[src/rtl/pipe_ctrl.sv]
// Pipeline controller for the KANADE32 core: tracks per-stage valid/destination state,
// interlocks decode on read-after-write hazards, flushes on taken branches, gates retirement.
module pipe_ctrl #(
  parameter int NSTAGE   = 5,
  parameter int BR_STAGE = 2,
  parameter int RADDR_W  = 5
) (
  input  logic               clk,
  input  logic               reset_n,
  input  logic               run,
  input  logic               imem_ready,
  input  logic [RADDR_W-1:0] dec_rs0,
  input  logic [RADDR_W-1:0] dec_rs1,
  input  logic               dec_rs0_use,
  input  logic               dec_rs1_use,
  input  logic [RADDR_W-1:0] dec_rd,
  input  logic               dec_rd_write,
  input  logic               br_taken,
  output logic               pc_wren,
  output logic [NSTAGE-2:0]  stage_wren,
  output logic [NSTAGE-2:0]  stage_valid,
  output logic               stall,
  output logic               flush,
  output logic               rf_wren,
  output logic [RADDR_W-1:0] rf_waddr,
  output logic [31:0]        retire_cnt
);

  localparam int LAST = NSTAGE - 2;

  logic [LAST:0]        v_q;
  logic [RADDR_W-1:0]   rd_q [1:LAST];
  logic [LAST:1]        rdw_q;
  logic                 hazard;
  logic [LAST:0]        v_nxt;

  // A bubble or a write to x0 can never be a producer.
  always_comb begin
    // NOTE: default assignment first so no path leaves the signal unassigned (no latch).
    hazard = 1'b0;
    for (int i = 1; i <= LAST; i++) begin
      if (v_q[i] && rdw_q[i] && (rd_q[i] != '0) &&
          ((dec_rs0_use && (dec_rs0 == rd_q[i])) ||
           (dec_rs1_use && (dec_rs1 == rd_q[i]))))
        hazard = 1'b1;
    end
  end

  assign flush    = reset_n & run & br_taken & v_q[BR_STAGE-1];
  assign stall    = reset_n & run & v_q[0] & hazard;
  assign pc_wren  = reset_n & run & (flush | (~stall & imem_ready));
  assign rf_wren  = reset_n & run & v_q[LAST] & rdw_q[LAST] & (rd_q[LAST] != '0);
  assign rf_waddr = rd_q[LAST];
  assign stage_valid = v_q;

  // Only a stall without a competing flush holds FD; every other running cycle loads all stages.
  always_comb begin
    stage_wren = '0;
    if (reset_n && run) begin
      stage_wren = '1;
      if (stall && !flush)
        stage_wren[0] = 1'b0;
    end
  end

  always_comb begin
    v_nxt = v_q;
    if (run) begin
      for (int i = 1; i <= LAST; i++)
        v_nxt[i] = v_q[i-1];
      if (flush) begin
        for (int i = 0; i < BR_STAGE; i++)
          v_nxt[i] = 1'b0;
      end else if (stall) begin
        v_nxt[0] = v_q[0];
        v_nxt[1] = 1'b0;
      end else begin
        v_nxt[0] = imem_ready;
      end
    end
  end

  // The destination table is small, so it is reset along with the valids.
  always_ff @(posedge clk or negedge reset_n) begin
    if (!reset_n) begin
      v_q        <= '0;
      rdw_q      <= '0;
      retire_cnt <= '0;
      for (int i = 1; i <= LAST; i++)
        rd_q[i] <= '0;
    end else if (run) begin
      // NOTE: non-blocking assignments so every stage shifts from pre-edge values.
      v_q      <= v_nxt;
      rd_q[1]  <= dec_rd;
      rdw_q[1] <= dec_rd_write;
      for (int i = 2; i <= LAST; i++) begin
        rd_q[i]  <= rd_q[i-1];
        rdw_q[i] <= rdw_q[i-1];
      end
      if (v_q[LAST])
        retire_cnt <= retire_cnt + 32'd1;
    end
  end

endmodule

[config.mk]
export PLATFORM = sky130hd
export DESIGN_NAME = pipe_ctrl
export DESIGN_NICKNAME = d
export VERILOG_FILES = /design/src/rtl/pipe_ctrl.sv
export SDC_FILE = /design/constraint.sdc
export NUM_CORES = 1
export LEC_CHECK = 0
export CAP_MARGIN = 20
export CORE_ASPECT_RATIO = 0.75
export CORE_MARGIN = 2
export CORE_UTILIZATION = 53
export DETAILED_ROUTE_END_ITERATION = 10
export GPL_TIMING_DRIVEN = 0
export PLACE_DENSITY = 0.86
export REMOVE_ABC_BUFFERS = 1
export SYNTH_ARGS = -nofsm -noshare
export SYNTH_HDL_FRONTEND = slang
export SYNTH_SLANG_ARGS = --single-unit
[constraint.sdc]
create_clock -name clk -period 3.4 [get_ports clk]
set_input_delay 0.51 -clock clk [delete_from_list [all_inputs] [get_ports clk]]
set_output_delay 0.51 -clock clk [all_outputs]
set_load 0.01 [all_outputs]
### After elaboration in Yosys (flattened, before gate mapping)

Index checks and enable logic that the tools add are counted.

| word-level totals | value |
|---|---|
| register bits | 54 |
| input port bits | 23 |
| logic and storage cells | 61 |

| cells by class | value |
|---|---|
| add/subtract/negate cells | 1 |
| eq/ne operators | 7 |
| muxes and demuxes | 8 |
| bitwise logic cells | 12 |
| reduce and logical (&&, ||, !) cells | 26 |

Operator list:

| cell | number |
|---|---|
| 32-bit by 1-bit adder with 32-bit output (second input constant) | 1 |
| 5-bit equality test | 6 |
| 1-bit logical AND | 17 |
| 5-bit nonzero test | 3 |
| 1-bit bitwise AND | 10 |
| 1-bit 2-to-1 mux | 6 |
| 4-bit 2-to-1 mux | 1 |
| 2-bit AND reduction | 2 |
| 1-bit logical OR | 3 |
| 2-bit 2-to-1 mux | 1 |
| 2-bit by 1-bit inequality test with 1-bit output (second input constant) | 1 |
| 1-bit logical NOT | 1 |
| 1-bit NOT | 1 |
| 1-bit OR | 1 |

### Depth between registers and ports, before layout

| logic depth | value |
|---|---|
| word-level depth | 12 |
| mapped depth | 7 |
| depth with buffers taken out | 6 |

### Worst setup path after synthesis

Ideal clock, no wire load.

| timing | value |
|---|---|
| kind | register to output |
| start | register rd_q, in the netlist rf_waddr[1] |
| end | output port pc_wren |
| arrival time | 1.821 ns |
| data required time | 2.890 ns |
| slack | 1.069 ns |
| cell stages (with the launch flop) | 5 |
| buffers on the path | 0 |
| cell sequence | dfrtp_1 or3_1 o311a_1 a222oi_1 o21a_1 |

| on the way | value |
|---|---|
| word-level cells in the longest chain between the ends | 10 |
| elaborated cells on any way between the ends | 14 |
| those cells by class | 2 x eq/ne; 1 x mux; 5 x bitwise; 6 x reduce/logical |

RTL lines:

| what | line | text |
|---|---|---|
| from (decl) | 32 | `logic [RADDR_W-1:0] rd_q [1:LAST];` |
| from (signal, indexed assignment) | 97 | `rd_q[i] <= rd_q[i-1];` |
| 5-bit equality test, on equally long branches | 43, 44 |  |
| 1-bit logical AND, on equally long branches | 43, 44 |  |
| 1-bit logical OR | 43 | `((dec_rs0_use && (dec_rs0 == rd_q[i])) \|\|` |
| 1-bit logical AND (*) | 42 | `if (v_q[i] && rdw_q[i] && (rd_q[i] != '0) &&` |
| 1-bit 2-to-1 mux (*) | 42 |  |
| 1-bit bitwise AND (*) | 50 | `assign stall = reset_n & run & v_q[0] & hazard;` |
| 1-bit NOT (*) | 51 | `assign pc_wren = reset_n & run & (flush \| (~stall & imem_ready));` |
| 1-bit bitwise AND (*) | 51 |  |
| 1-bit OR (*) | 51 |  |
| 1-bit bitwise AND (*) | 51 |  |
| to (decl) | 19 | `output logic pc_wren,` |

Mark *: on every way between the ends. The rest lies on a longest branch, timed or not.

### Final worst setup path

| timing | value |
|---|---|
| start | register rd_q, in the netlist rf_waddr[0] |
| end | output port pc_wren |

The elaborated chain is that of the path after synthesis.

==> results.sh <==
export IMPL_rsz0062_at_grt="false"
export IMPL_critPathArrivalTime_ns=2.68
export IMPL_fin_tns_setup_ns=0
export IMPL_netlist_area_sq_um=2780
export IMPL_ys_seq_elements=54
export IMPL_setup_ws_ns=0.214
export IMPL_status="finished clean"
export IMPL_utilization=0.729
export IMPL_dieArea_sq_um=5840
export IMPL_skew_ns=0.00478
export IMPL_rows=22
export IMPL_internal_power_mw=1.12
export IMPL_gp_congestion=0.837
export IMPL_yosysTopAreaCell="dfrtp_1"
export IMPL_synthDominantCellAreaShare=0.487
export IMPL_insertion_delay_ns=0.30
export IMPL_die_y_um=66.7
export IMPL_critPathLaunchType="flip-flop"
export IMPL_port_buffers=71
export IMPL_via_per_inst=5.58
export IMPL_p_leak_nw=1.51
export IMPL_drv_slew=0
export IMPL_cts_tree="yes"
export IMPL_switching_share=0.291
export IMPL_drv_cap=0
export IMPL_grt_antenna_before_repair=0
export IMPL_core_area_sq_um=4950
export IMPL_required_ns=2.89
export IMPL_wirelength_mm=5.89
export IMPL_yosysWarnings=0
export IMPL_place_inst=361
export IMPL_yosysUniqueCellTypes=31
export IMPL_postSynthCellCount=244
export IMPL_fin_nets=335
export IMPL_power_frac_seq=0.520
export IMPL_drive_above_1_share=0.119
export IMPL_finalHoldViolations=0
export IMPL_vias=2075
export IMPL_synth_area_leaders="dfrtp_1 (49%), xnor2_1 (16%), mux2_2 (8.5%)"
export IMPL_initial_utilization=0.560
export IMPL_grt_pass1_wl_mm=10.0
export IMPL_first_iter_violations=85
export IMPL_grt_usage=0.223
export IMPL_min_period_ns=3.19
export IMPL_path_class="reg -> out"
export IMPL_place_hpwl_mm=4.38
export IMPL_area_delta_synth_final_pct=30.2
export IMPL_synth_area_per_cell_sq_um=11.4
export IMPL_ys_seq_area_frac=0.487
export IMPL_grt_pass1_vias=2054
export IMPL_clk_pin_slew_ns=0.09
export IMPL_timing_final_crit_share=0.937
export IMPL_fmax_mhz=314
export IMPL_clk_path_buf_depth=2
export IMPL_clock_sinks=54
export IMPL_cts_max_level=2
export IMPL_place_worst_setup_slack_ns=-0.150
export IMPL_overflow=0
export IMPL_drtPass1Iterations=4
export IMPL_routedWlPerCell_um=15.8
export IMPL_power_switching_uw=458
export IMPL_pwr_share_clk=0.228
export IMPL_ios=72
export IMPL_n_antenna_cell=0
export IMPL_dpl_cell_area_sq_um=3480
export IMPL_ir_drop_uv=285
export IMPL_multi_input_area_sq_um=1320
export IMPL_power_mw=1.57
export IMPL_finalInstanceArea_sq_um=3610
export IMPL_final_cells=372
export IMPL_worstMarginPinSlew_ns=0.532
export IMPL_holdBufCountCts=0
export IMPL_power_density_nw_per_um2=436
export IMPL_cts_root_buf="clkbuf_8"
export IMPL_p_comb_frac=0.252
export IMPL_die_width_um=87.6
export IMPL_seq_area_sq_um=1350
export IMPL_slew_headroom=0.643
export IMPL_grt_max_degree=36
export IMPL_path_max_fanout=5
export IMPL_drtAntennaViolNets=0
export IMPL_r2r_slack_ns=1.33
export IMPL_hold_path_class="in -> async"
export IMPL_crit_path_end_kind="output port"
export IMPL_fillers=345
export IMPL_numCtsBuffers=5
export IMPL_holdWs_ns=0.183
export IMPL_setup_viol=0
export IMPL_drc=0
power groups by stage:
stage | Sequential (mW) | Combinational [mW] | Clock [mW]
2_1_floorplan | 0.825 | 0.183 | 0
3_3_place_gp | 0.827 | 0.382 | 0
3_5_place_dp | 0.832 | 0.394 | 0
4_1_cts | 0.819 | 0.397 | 0.369
5_1_grt | 0.834 | 0.433 | 0.396
6_report | 0.819 | 0.397 | 0.359
cell families after synthesis:
| kind of cell | share of synthesized area |
|---|---|
| AO/OA/AOI/OAI | 0.0374 |
| XOR/XNOR | 0.193 |
| adder cells (fa/ha/maj) | 0.00451 |
| buffers and inverters | 0.0383 |
| flip-flops | 0.487 |
| multiplexers | 0.0852 |
| AND/OR/NAND/NOR | 0.155 |
cells in the final DEF (no fill, tap or decap), types with 2 or more instances in the layout:
master,Yosys,final
buf_4,10,2
xnor2_1,52,52
and2_1,2,2
or3_1,3,3
nor2_1,5,5
and4_1,7,7
nand3_1,14,14
o311a_1,2,2
xor2_1,9,9
dfrtp_1,54,54
clkdlybuf4s50_1,0,69
and3_1,8,8
nand2_1,21,21
o22ai_1,3,3
o21a_1,2,2
nand4_1,11,11
mux2_2,21,21
inv_1,3,3
clkbuf_8,0,6
synthesized netlist by cell type:
library cell,count
dfrtp_1,54
xnor2_1,52
mux2_2,21
nand2_1,21
nand3_1,14
nand4_1,11
buf_4,10
xor2_1,9
and3_1,8
and4_1,7
nor2_1,5
clkbuf_1,4
inv_1,3
o22ai_1,3
or3_1,3
and2_1,2
o21a_1,2
o311a_1,2
a21oi_1,1
a222oi_1,1
a41o_1,1
and2_2,1
buf_2,1
ha_1,1
nand3b_1,1
nor3_1,1
nor3_2,1
nor4_4,1
o21ai_0,1
o221ai_1,1
o311a_2,1
path summary, 6_finish.rpt:
path	from	endpoint	cells past startpoint
worst max-delay path	rf_waddr[0]	pc_wren	6
worst min-delay path	reset_n	rf_waddr[2]	1
worst max register to register	retire_cnt[0]	retire_cnt[18]	6
worst min register to register	retire_cnt[28]	retire_cnt[28]	1
max in group asynchronous	reset_n	rf_waddr[1]	2
min in group clk	retire_cnt[28]	retire_cnt[28]	1
state kept, by name, summed over array words and instances (netlist names):
signal and count:
rdw_q 3, retire_cnt 32, rd_q 10, rf_waddr 5, stage_valid 4
cell type report:
| class | count | area share |
|---|---|---|
| repair buffers | 75 | 0.212 |
| inverters | 3 | 0.00312 |
| well taps | 60 | 0.0208 |
| clock buffers | 7 | 0.0239 |
| clock inverters | 1 | 0.00139 |
| flip-flops and latches | 54 | 0.374 |
| multi-input cells | 172 | 0.365 |
layer usage:
metal | wire length, um | vias up | GRT usage
li1 | - | 983 | -
met1 | 2910 | 1027 | 0.326
met2 | 2670 | 58 | 0.339
met3 | 242 | 7 | 0.0397
met4 | 70 | 0 | 0.0673
met5 | 0 | - | 0
critical path, cell delays in order (launching register included):
cell	delay (ns)
dfrtp_1	0.47
or3_1	0.37
o311a_1	0.32
a222oi_1	0.35
buf_4	0.20
o21a_1	0.12
clkdlybuf4s50_1	0.54
repair_timing:
item	in CTS	in global routing
buffers inserted	2	0
setup endpoints to repair	3	0
resized for setup	1	0
Note: power is estimated with default switching activity, not from simulation.
